==> src/rtl/seg_pkg.sv <==
// rtl/seg_pkg.sv - symbol codes, glyph patterns and the symbol-to-glyph decode function
package seg_pkg;

   localparam int SYM_W = 5;

   localparam logic [SYM_W-1:0] SYM_BLANK = 5'd0;
   localparam logic [SYM_W-1:0] SYM_0     = 5'd1;
   localparam logic [SYM_W-1:0] SYM_1     = 5'd2;
   localparam logic [SYM_W-1:0] SYM_2     = 5'd3;
   localparam logic [SYM_W-1:0] SYM_3     = 5'd4;
   localparam logic [SYM_W-1:0] SYM_4     = 5'd5;
   localparam logic [SYM_W-1:0] SYM_5     = 5'd6;
   localparam logic [SYM_W-1:0] SYM_6     = 5'd7;
   localparam logic [SYM_W-1:0] SYM_7     = 5'd8;
   localparam logic [SYM_W-1:0] SYM_8     = 5'd9;
   localparam logic [SYM_W-1:0] SYM_9     = 5'd10;
   localparam logic [SYM_W-1:0] SYM_A     = 5'd11;
   localparam logic [SYM_W-1:0] SYM_B     = 5'd12;
   localparam logic [SYM_W-1:0] SYM_C     = 5'd13;
   localparam logic [SYM_W-1:0] SYM_D     = 5'd14;
   localparam logic [SYM_W-1:0] SYM_E     = 5'd15;
   localparam logic [SYM_W-1:0] SYM_F     = 5'd16;
   localparam logic [SYM_W-1:0] SYM_DASH  = 5'd17;
   localparam logic [SYM_W-1:0] SYM_L     = 5'd18;
   localparam logic [SYM_W-1:0] SYM_LO_D  = 5'd19;
   localparam logic [SYM_W-1:0] SYM_P     = 5'd20;
   localparam logic [SYM_W-1:0] SYM_LO_N  = 5'd21;

   // Segment order {a,b,c,d,e,f,g}, 1 = lit
   localparam logic [6:0] GLYPH_BLANK = 7'b0000000;
   localparam logic [6:0] GLYPH_0     = 7'b1111110;
   localparam logic [6:0] GLYPH_1     = 7'b0110000;
   localparam logic [6:0] GLYPH_2     = 7'b1101101;
   localparam logic [6:0] GLYPH_3     = 7'b1111001;
   localparam logic [6:0] GLYPH_4     = 7'b0110011;
   localparam logic [6:0] GLYPH_5     = 7'b1011011;
   localparam logic [6:0] GLYPH_6     = 7'b1011111;
   localparam logic [6:0] GLYPH_7     = 7'b1110000;
   localparam logic [6:0] GLYPH_8     = 7'b1111111;
   localparam logic [6:0] GLYPH_9     = 7'b1111011;
   localparam logic [6:0] GLYPH_A     = 7'b1110111;
   localparam logic [6:0] GLYPH_B     = 7'b0011111;
   localparam logic [6:0] GLYPH_C     = 7'b1001110;
   localparam logic [6:0] GLYPH_D     = 7'b0111101;
   localparam logic [6:0] GLYPH_E     = 7'b1001111;
   localparam logic [6:0] GLYPH_F     = 7'b1000111;
   localparam logic [6:0] GLYPH_DASH  = 7'b0000001;
   localparam logic [6:0] GLYPH_L     = 7'b0001110;
   localparam logic [6:0] GLYPH_P     = 7'b1100111;
   localparam logic [6:0] GLYPH_LO_N  = 7'b0010101;

   function automatic logic [6:0] sym_to_glyph(input logic [SYM_W-1:0] code);
      case (code)
         SYM_0:    return GLYPH_0;
         SYM_1:    return GLYPH_1;
         SYM_2:    return GLYPH_2;
         SYM_3:    return GLYPH_3;
         SYM_4:    return GLYPH_4;
         SYM_5:    return GLYPH_5;
         SYM_6:    return GLYPH_6;
         SYM_7:    return GLYPH_7;
         SYM_8:    return GLYPH_8;
         SYM_9:    return GLYPH_9;
         SYM_A:    return GLYPH_A;
         SYM_B:    return GLYPH_B;
         SYM_C:    return GLYPH_C;
         SYM_D:    return GLYPH_D;
         SYM_E:    return GLYPH_E;
         SYM_F:    return GLYPH_F;
         SYM_DASH: return GLYPH_DASH;
         SYM_L:    return GLYPH_L;
         SYM_LO_D: return GLYPH_D;
         SYM_P:    return GLYPH_P;
         SYM_LO_N: return GLYPH_LO_N;
         // Blank and the unused codes 22..31 all stay dark
         default:  return GLYPH_BLANK;
      endcase
   endfunction

endpackage

==> src/rtl/seg_glyph_decode.sv <==
// rtl/seg_glyph_decode.sv - combinational symbol code to active-high glyph decoder
module seg_glyph_decode
   import seg_pkg::*;
(
   input  logic [SYM_W-1:0] sym,
   output logic [6:0]       glyph
);

   assign glyph = sym_to_glyph(sym);

endmodule

==> src/rtl/seg_scan_driver.sv <==
// rtl/seg_scan_driver.sv - multiplexed seven-segment scanner with blink, dp and frame-synchronous updates
module seg_scan_driver
   import seg_pkg::*;
#(
   parameter int NUM_DIGITS     = 4,
   parameter int REFRESH_DIV    = 50000,
   parameter int BLINK_DIV      = 12500000,
   parameter bit SEG_ACTIVE_LOW = 1'b1,
   parameter bit AN_ACTIVE_LOW  = 1'b1
) (
   input  logic                        clk,
   input  logic                        rst_n,
   input  logic                        enable,
   input  logic                        load,
   input  logic [SYM_W*NUM_DIGITS-1:0] sym_in,
   input  logic [NUM_DIGITS-1:0]       dp_in,
   input  logic [NUM_DIGITS-1:0]       blink_mask,
   output logic [6:0]                  seg_out,
   output logic                        dp_out,
   output logic [NUM_DIGITS-1:0]       an_out,
   output logic                        frame_done
);

   localparam int DIG_W   = (NUM_DIGITS > 1) ? $clog2(NUM_DIGITS) : 1;
   localparam int SLOT_W  = $clog2(REFRESH_DIV);
   localparam int BLINK_W = $clog2(BLINK_DIV + 1);

   localparam logic [SLOT_W-1:0]     SLOT_LAST  = SLOT_W'(REFRESH_DIV - 1);
   localparam logic [DIG_W-1:0]      DIG_LAST   = DIG_W'(NUM_DIGITS - 1);
   localparam logic [BLINK_W-1:0]    BLINK_LAST = BLINK_W'(BLINK_DIV - 1);
   localparam logic [6:0]            SEG_OFF    = {7{SEG_ACTIVE_LOW}};
   localparam logic                  DP_OFF     = SEG_ACTIVE_LOW;
   localparam logic [NUM_DIGITS-1:0] AN_OFF     = {NUM_DIGITS{AN_ACTIVE_LOW}};

   logic [SLOT_W-1:0]           slot_cnt_q, slot_cnt_d;
   logic [DIG_W-1:0]            digit_q, digit_d;
   logic [BLINK_W-1:0]          blink_cnt_q, blink_cnt_d;
   logic                        blink_phase_q, blink_phase_d;
   logic [SYM_W*NUM_DIGITS-1:0] shadow_sym_q, shadow_sym_d, pend_sym_q, pend_sym_d;
   logic [NUM_DIGITS-1:0]       shadow_dp_q, shadow_dp_d, pend_dp_q, pend_dp_d;
   logic [NUM_DIGITS-1:0]       shadow_blink_q, shadow_blink_d, pend_blink_q, pend_blink_d;
   logic                        pend_v_q, pend_v_d;
   logic [6:0]                  seg_q, seg_d;
   logic                        dp_q, dp_d;
   logic [NUM_DIGITS-1:0]       an_q, an_d;
   logic                        frame_done_q, frame_done_d;

   logic                        boundary;
   logic [SYM_W-1:0]            cur_sym;
   logic                        cur_dp, cur_blink, lit_ok;
   logic [6:0]                  cur_glyph;
   logic [NUM_DIGITS-1:0]       an_on;

   always_comb begin
      boundary      = enable && (digit_q == DIG_LAST) && (slot_cnt_q == SLOT_LAST);
      slot_cnt_d    = slot_cnt_q;
      digit_d       = digit_q;
      blink_cnt_d   = blink_cnt_q;
      blink_phase_d = blink_phase_q;
      if (!enable) begin
         slot_cnt_d    = '0;
         digit_d       = '0;
         blink_cnt_d   = '0;
         blink_phase_d = 1'b1;
      end else begin
         if (slot_cnt_q == SLOT_LAST) begin
            slot_cnt_d = '0;
            digit_d    = (digit_q == DIG_LAST) ? '0 : digit_q + DIG_W'(1);
         end else begin
            slot_cnt_d = slot_cnt_q + SLOT_W'(1);
         end
         if (blink_cnt_q == BLINK_LAST) begin
            blink_cnt_d   = '0;
            blink_phase_d = ~blink_phase_q;
         end else begin
            blink_cnt_d = blink_cnt_q + BLINK_W'(1);
         end
      end
   end

   // A load that cannot tear a frame (idle, or exactly on the boundary) bypasses pending
   always_comb begin
      shadow_sym_d   = shadow_sym_q;
      shadow_dp_d    = shadow_dp_q;
      shadow_blink_d = shadow_blink_q;
      pend_sym_d     = pend_sym_q;
      pend_dp_d      = pend_dp_q;
      pend_blink_d   = pend_blink_q;
      pend_v_d       = pend_v_q;
      if (load && (!enable || boundary)) begin
         shadow_sym_d   = sym_in;
         shadow_dp_d    = dp_in;
         shadow_blink_d = blink_mask;
         pend_v_d       = 1'b0;
      end else if (load) begin
         pend_sym_d   = sym_in;
         pend_dp_d    = dp_in;
         pend_blink_d = blink_mask;
         pend_v_d     = 1'b1;
      end else if (boundary && pend_v_q) begin
         shadow_sym_d   = pend_sym_q;
         shadow_dp_d    = pend_dp_q;
         shadow_blink_d = pend_blink_q;
         pend_v_d       = 1'b0;
      end
   end

   always_comb begin
      cur_sym   = '0;
      cur_dp    = 1'b0;
      cur_blink = 1'b0;
      an_on     = '0;
      for (int k = 0; k < NUM_DIGITS; k++) begin
         if (digit_q == DIG_W'(k)) begin
            cur_sym   = shadow_sym_q[k*SYM_W +: SYM_W];
            cur_dp    = shadow_dp_q[k];
            cur_blink = shadow_blink_q[k];
            an_on[k]  = (slot_cnt_q != '0);
         end
      end
   end

   seg_glyph_decode u_decode (
      .sym   (cur_sym),
      .glyph (cur_glyph)
   );

   always_comb begin
      lit_ok       = enable && !(cur_blink && !blink_phase_q);
      seg_d        = (lit_ok ? cur_glyph : 7'h00) ^ SEG_OFF;
      dp_d         = (lit_ok && cur_dp) ^ DP_OFF;
      an_d         = (enable ? an_on : '0) ^ AN_OFF;
      frame_done_d = boundary;
   end

   always_ff @(posedge clk or negedge rst_n) begin
      if (!rst_n) begin
         slot_cnt_q     <= '0;
         digit_q        <= '0;
         blink_cnt_q    <= '0;
         blink_phase_q  <= 1'b1;
         shadow_sym_q   <= '0;
         shadow_dp_q    <= '0;
         shadow_blink_q <= '0;
         pend_sym_q     <= '0;
         pend_dp_q      <= '0;
         pend_blink_q   <= '0;
         pend_v_q       <= 1'b0;
         seg_q          <= SEG_OFF;
         dp_q           <= DP_OFF;
         an_q           <= AN_OFF;
         frame_done_q   <= 1'b0;
      end else begin
         slot_cnt_q     <= slot_cnt_d;
         digit_q        <= digit_d;
         blink_cnt_q    <= blink_cnt_d;
         blink_phase_q  <= blink_phase_d;
         shadow_sym_q   <= shadow_sym_d;
         shadow_dp_q    <= shadow_dp_d;
         shadow_blink_q <= shadow_blink_d;
         pend_sym_q     <= pend_sym_d;
         pend_dp_q      <= pend_dp_d;
         pend_blink_q   <= pend_blink_d;
         pend_v_q       <= pend_v_d;
         seg_q          <= seg_d;
         dp_q           <= dp_d;
         an_q           <= an_d;
         frame_done_q   <= frame_done_d;
      end
   end

   assign seg_out    = seg_q;
   assign dp_out     = dp_q;
   assign an_out     = an_q;
   assign frame_done = frame_done_q;

endmodule
==> config.mk <==
export PLATFORM = sky130hd
export DESIGN_NAME = seg_scan_driver
export DESIGN_NICKNAME = d
export VERILOG_FILES = /design/src/rtl/seg_pkg.sv /design/src/rtl/seg_glyph_decode.sv /design/src/rtl/seg_scan_driver.sv
export SDC_FILE = /design/constraint.sdc
export NUM_CORES = 1
export LEC_CHECK = 0
export ABC_AREA = 1
export CAP_MARGIN = 20
export CORE_MARGIN = 2
export CORE_UTILIZATION = 44
export CTS_CLUSTER_DIAMETER = 30
export DETAILED_ROUTE_END_ITERATION = 10
export SETUP_SLACK_MARGIN = 0.1
export SLEW_MARGIN = 20
export SYNTH_ARGS = -nofsm -noshare
export SYNTH_HDL_FRONTEND = slang
export SYNTH_HIERARCHICAL = 1
export SYNTH_SLANG_ARGS = --single-unit
==> constraint.sdc <==
create_clock -name clk -period 6.8 [get_ports clk]
set_input_delay 0.68 -clock clk [delete_from_list [all_inputs] [get_ports clk]]
set_output_delay 0.68 -clock clk [all_outputs]
set_load 0.02 [all_outputs]
# --- Yosys cells after proc, flatten, opt, wreduce, memory -nomap -nowiden ---
# Memories as Yosys holds them, arrays and structs flattened.
# Cells that the tools add are included.
op_classes:
  shift: 0
  n_reduce_logical: 17
  mux: 39
  n_addsub: 3
  div: 0
  bitwise_logic: 5
  order_cmp: 0
  mul: 0
  n_eq_ne: 8
op_table:
  columns: ["cell", "count"]
  rows:
  - ["$mux 20", 3]
  - ["$mux 24", 2]
  - ["$mux 16", 2]
  - ["$mux 4", 7]
  - ["$add 24x1->24 const B", 1]
  - ["$eq 24x24->1 const B", 1]
  - ["$mux 5", 4]
  - ["$mux 1", 17]
  - ["$add 16x1->16 const B", 1]
  - ["$eq 16x16->1 const B", 1]
  - ["$reduce_bool 16->1", 1]
  - ["$logic_and 1x1->1", 7]
  - ["$mux 7", 1]
  - ["$not 7->7", 1]
  - ["$mux 2", 3]
  - ["$ne 2x1->1 const B", 3]
  - ["$eq 2x2->1 const B", 2]
  - ["$not 4->4", 1]
  - ["$reduce_and 2->1", 2]
  - ["$logic_not 1->1", 3]
  - ["$not 1->1", 3]
  - ["$reduce_bool 3->1", 1]
  - ["$add 2x1->2 const B", 1]
  - ["$eq 2x1->1 const B", 1]
  - ["other kinds (3)", 3]
totals:
  register_bits: 113
  n_memories: 1
  mem_bits_ro: 224
  word_cells: 88
  ram_bits: 0
  out_inout_bits: 13
  latchBits: 0
memory_table:
  columns: ["memory", "depth", "width", "rd", "rd_clocked_by_memory_dff", "wr", "line_no", "text"]
  rows:
  - ["(name not given)", 32, 7, 1, 0, 0, "seg_pkg.sv:53", "case (code)"]

# --- Longest topological paths before layout ---
logic_depth:
  word_depth: 10
  ltp_mapped: 16

# --- Cells and area by module ---
# The synthesis kept the hierarchy.
by_module_without_submodules:
  columns: ["module", "area_each_um2", "n_inst", "cells_per_inst", "seq_area_each_um2"]
  rows:
  - ["seg_scan_driver", 5734.2, 1, 737, 2844.0]
  - ["seg_glyph_decode", 362.8, 1, 69, 0.0]

# --- Least setup slack after synthesis ---
# OpenSTA, ideal clock, no wires.
synth_timing:
  path_type: "register to register"
  start: "reg digit_q[1]"
  end: "reg seg_q[3] (netlist: seg_out[3])"
  arrival_ns: 2.504
  required_time_ns: 6.706
  path_stages_with_launch: 16
  slack_ns: 4.203
  cell_sequence: "dfrtp_1 -> inv_1 -> ha_1 -> buf_2 -> nor2_1 -> nand2_1 -> nand2_1 -> o21ai_0 -> o21ai_0 -> inv_1 -> ha_1 -> nor2_2 -> a21oi_1 -> nand2_1 -> nand2_1 -> nand3_1"
synth_between:
  elab_cells_between_ends: 18
  classes_between: "eq/ne (3); mux (9); bitwise (1); reduce/logical (4); memory (1)"
synth_rtl:
  columns: ["element", "line_no", "text"]
  rows:
  - ["start, declared", "seg_scan_driver.sv:36", "logic [DIG_W-1:0] digit_q, digit_d;"]
  - ["start signal, assigned", "seg_scan_driver.sv:155", "digit_q <= digit_d;"]
  - ["$logic_not 2->1", "seg_scan_driver.sv:114", "if (digit_q == DIG_W'(k)) begin"]
  - ["$mux 5 (3 in a row)", "seg_scan_driver.sv:114", null]
  - ["$mux 5 *", "seg_scan_driver.sv:114", null]
  - ["via cur_sym[1]", "seg_scan_driver.sv:49", "logic [SYM_W-1:0] cur_sym;"]
  - ["$mem_v2 32x7 *", null, null]
  - ["via cur_glyph[3]", "seg_scan_driver.sv:51", "logic [6:0] cur_glyph;"]
  - ["$mux 7 *", "seg_scan_driver.sv:130", "seg_d = (lit_ok ? cur_glyph : 7'h00) ^ SEG_OFF;"]
  - ["$not 7->7 (no line) *", null, null]
  - ["via seg_d[3]", "seg_scan_driver.sv:43", "logic [6:0] seg_q, seg_d;"]
  - ["end signal, assigned", "seg_scan_driver.sv:165", "seg_q <= seg_d;"]
  - ["end, declared", "seg_scan_driver.sv:43", null]
# The timed path passes the listed nets; every way through them passes the cells marked *.
# A chain may end at the register's enable or synchronous reset.

# --- Final worst setup path ---
layout_timing:
  start: "in enable"
  end: "reg shadow_sym_q[5]"
layout_between:
  elab_chain_len: 6
  elab_cells_between_ends: 10
  classes_between: "eq/ne (1); mux (1); reduce/logical (8)"
layout_lines:
  columns: ["element", "line_no", "text"]
  rows:
  - ["start, declared", "seg_scan_driver.sv:13", "input logic enable,"]
  - ["$logic_and 1x1->1 (2 in a row)", "seg_scan_driver.sv:55", "boundary = enable && (digit_q == DIG_LAST) && (slot_cnt_q == SLOT_LAST);"]
  - ["$logic_or 1x1->1", "seg_scan_driver.sv:90", "if (load && (!enable || boundary)) begin"]
  - ["$logic_and 1x1->1", "seg_scan_driver.sv:90", null]
  - ["$ne 2x1->1 (no line) or $reduce_bool 2->1 (tied branches)", null, null]
  - ["$reduce_and 2->1 (no line)", null, null]
  - ["end signal, assigned", "seg_scan_driver.sv:158", "shadow_sym_q <= shadow_sym_d;"]
  - ["end, declared", "seg_scan_driver.sv:39", "logic [SYM_W*NUM_DIGITS-1:0] shadow_sym_q, shadow_sym_d, pend_sym_q, pend_sym_d;"]
# Parallel ways exist; a longest one is shown, timed or not.

==> impl_results.md <==
* Critical Path Start: enable
* #FFs+latches synth at around 110
* Placed cells at between 1k and 1.5k
* Largest area contributor in the netlist: dfrtp_1
* DRT iter0 DRCs at 416
* CTS tree: built
* DR WL/cell at 13.4 um
* Endpoints failing hold at 0
* Setup TNS at 0 ns
* CORE AREA at approximately 14000 sq um
* Final Cycle Share at 57.1%
* Hpwl dp at roughly 9600 um
* FFs w/ async S/R, synth at 100%
* Status: finished clean
* Warnings, synthesis at 6
* Worst slew margin at about a third
* Starting Density at 44.4%
* Pre-antenna DRT Iters at 5
* Place WS at between 2 and 3 ns
* Post-CTS Hold Buffers at 0
* WHS at 0.248 ns
* Endpoints failing setup at 0
* Kind of critical path: input port to flop
* Startpoint Class: input port
* Worst-margin pin slew at 0.988 ns
* Vias at 5249
* Die footprint at 14800 sq um
* Achievable frequency at ~260 MHz
* Worst EP arrival at 4.17 ns
* Max incr delay on CP at 0.98 ns
* Max Slew Vio Count at 0
* Post-synthesis sequential area ratio at 46.6%
* Critical R2R Launch: digit_q[1]
* Max-Cap Viols at 0
* Hold crit path type: input port to asynchronous set/reset pin
* Post-DRT Antenna Nets at 0
* DIE WIDTH at 122 um
* Drt drc at 0
* First-pass GRT wire length at 24000 um
* Clock transition at path regs at 0.05 ns
* Reg2reg end: shadow_sym_q[5]
* GRT overflow at 0
* Filler Cell Count at 1356
* Mean Syn Cell Area at 7.56 sq um
* Ratio of cells with drive above 1 in the final layout at 8.88%
* Vias in the first global route at 5270
* Gpl congestion at between 0.9 and 1
* Max VDD drop at 177 uV
* Top cell type's share of synthesized area at 41.0%
* ANT cells at 0
* CP Max Fanout at 35
* Static leakage at 3.36 nW
* Clk Tree Root Cell: clkbuf_16
* Mapped Area at a little over 6000 sq um
* Crit end category: flop
* Post-layout util at a little over half
* Row count at 43
* Clock latency on the worst-skew pair at 0.42 ns
* # port buffers at 44
* Final cell count without fillers at roughly 1.0k
* Setup bufs post-CTS at 0
* Post-Syn Instances at 806
* Antenna violations before repair at 0
* CTS Buf Count at 17
* WP data required at 7.09 ns
* Unrepaired setup endpoints after global routing: false
* Nets at 889
* Routed vias/inst at between 5 and 6
* Minimum clock period at 3.88 ns
* CTS H-tree lvls at 4
* Num ports at 45
* Synth top area cells: dfrtp_1 (41%), nand3_1 (11%), nand2_1 (9.7%)
* Number of synthesized flops with an enable pin at 0
* Die Span Y at 122 um
* Largest net degree at the start of global routing at 73
* Cts repair resizes at 0
* Synthesized Nets at 852
* Drt total wl at 13900 um
* Top FF cell, synth: dfrtp_1
* Most frequent cell on the critical path: nand2_1
* Max Buffers Root-to-Sink at 2
* Crit-path cells: clkdlybuf4s50_1, nand2_1, inv_1, nand3_2, nand2_1, nand2_1, buf_4, nand3_1, nand3_1
* PwrDens at 284 nW/um^2
* Setup WS post-layout at 2.92 ns
* Clk sinks at 113
* Critical-path top delay cell: clkdlybuf4s50_1
* Synth unique cells at 32
* Length in cells of the worst reg-to-reg path at 9
* R2R Setup Slk at between 3 and 4 ns
* Clock Skews at 0.0108 ns
* GRT Overall Usage at between 20% and 30%
* Synth-to-layout area growth at 17.8%
placed cells by master, fill, tap and decap left out, types with 5 or more instances in the layout:
master	count
nand2_1	157
inv_1	81
o21ai_0	21
clkdlybuf4s50_1	43
nor2_1	138
inv_2	6
ha_1	14
dfstp_2	13
nand4_1	8
nor2_2	14
clkbuf_16	17
dfrtp_1	100
nand3_1	129
a21oi_1	44
clkbuf_1	5
xor2_1	5
nor3_1	19
buf_4	6
cell type report:
cell class	count	area (sq um)	area share [%]
Sequential cell	113	2840	39.6
Multi-Input combinational cell	574	2710	37.7
Clock buffer	26	499	6.95
Timing Repair Buffer	50	495	6.90
Inverter	87	327	4.55
Tap cell	180	225	3.14
Clock inverter	6	80.1	1.12
where the power goes:
group / switching (mW) / leakage, nW / total [mW] / internal, mW
combinational: 0.239 / 1.68 / 0.384 / 0.144
clock: 0.300 / 0.288 / 0.875 / 0.575
sequential: 0.0285 / 1.39 / 0.780 / 0.751
total: 0.568 / 3.36 / 2.04 / 1.47
metrics by stage:
step                power (mW)  area [sq um]
floorplan                 1.04          6100
global placement          1.17          6580
detailed placement        1.17          6580
CTS                       2.06          7160
global route              2.15          7180
finish                    2.04          7180
cells in the mapped netlist (2+ instances only):
cell,instances
xnor2_1,2
nor2_2,14
xor2_1,5
nor3_1,19
clkbuf_1,9
dfrtp_1,100
nand4_1,8
buf_6,9
buf_4,5
ha_1,14
o21a_1,2
o21ai_0,21
buf_2,9
o21ai_1,2
or2_2,2
inv_1,81
nand3_1,129
nor4_1,2
nor2_1,138
nand3_2,2
dfstp_2,13
a21oi_1,44
nand2_2,4
inv_2,6
nor3b_1,2
a31oi_1,2
nand2_1,157
worst max-delay path: cells and delay by family:
family,cells,cell delay (ns)
buffers and inverters,3,1.57
AND/OR/NAND/NOR,6,1.91
kinds of logic after synthesis:
group,count (synthesis),share of synthesized area (%)
AND/OR/NAND/NOR,477,34.0
flip-flops,113,46.6
buffers and inverters,119,8.93
adder cells (fa/ha/maj),14,2.87
AO/OA/AOI/OAI,76,6.59
XOR/XNOR,7,1.01
flip-flops by register name, summed over array words and instances (netlist names):
signal and count:
frame_done 1, pend_v_q 1, shadow_dp_q 4, pend_blink_q 4, digit_q 2, shadow_blink_q 4
blink_phase_q 1, shadow_sym_q 20, dp_out 1, pend_dp_q 4, seg_out 7, an_out 4
slot_cnt_q 16, blink_cnt_q 24, pend_sym_q 20
layer usage:
metal  track usage [%]  routed length (um)
met5                 0                   0
met4              7.11                 174
met3              5.01                 493
met2              35.6                7010
met1              24.9                6230
worst max path at each step:
stage	endpoint	slack, ns	depth (start not counted)
floorplan	seg_out[3]	4.20	15
global placement	shadow_sym_q[18]	2.64	9
detailed placement	shadow_sym_q[13]	2.52	9
CTS	shadow_sym_q[5]	2.95	9
global route	shadow_sym_q[6]	2.65	9
finish	shadow_sym_q[5]	2.92	9
(Power assumes the default switching activity.)
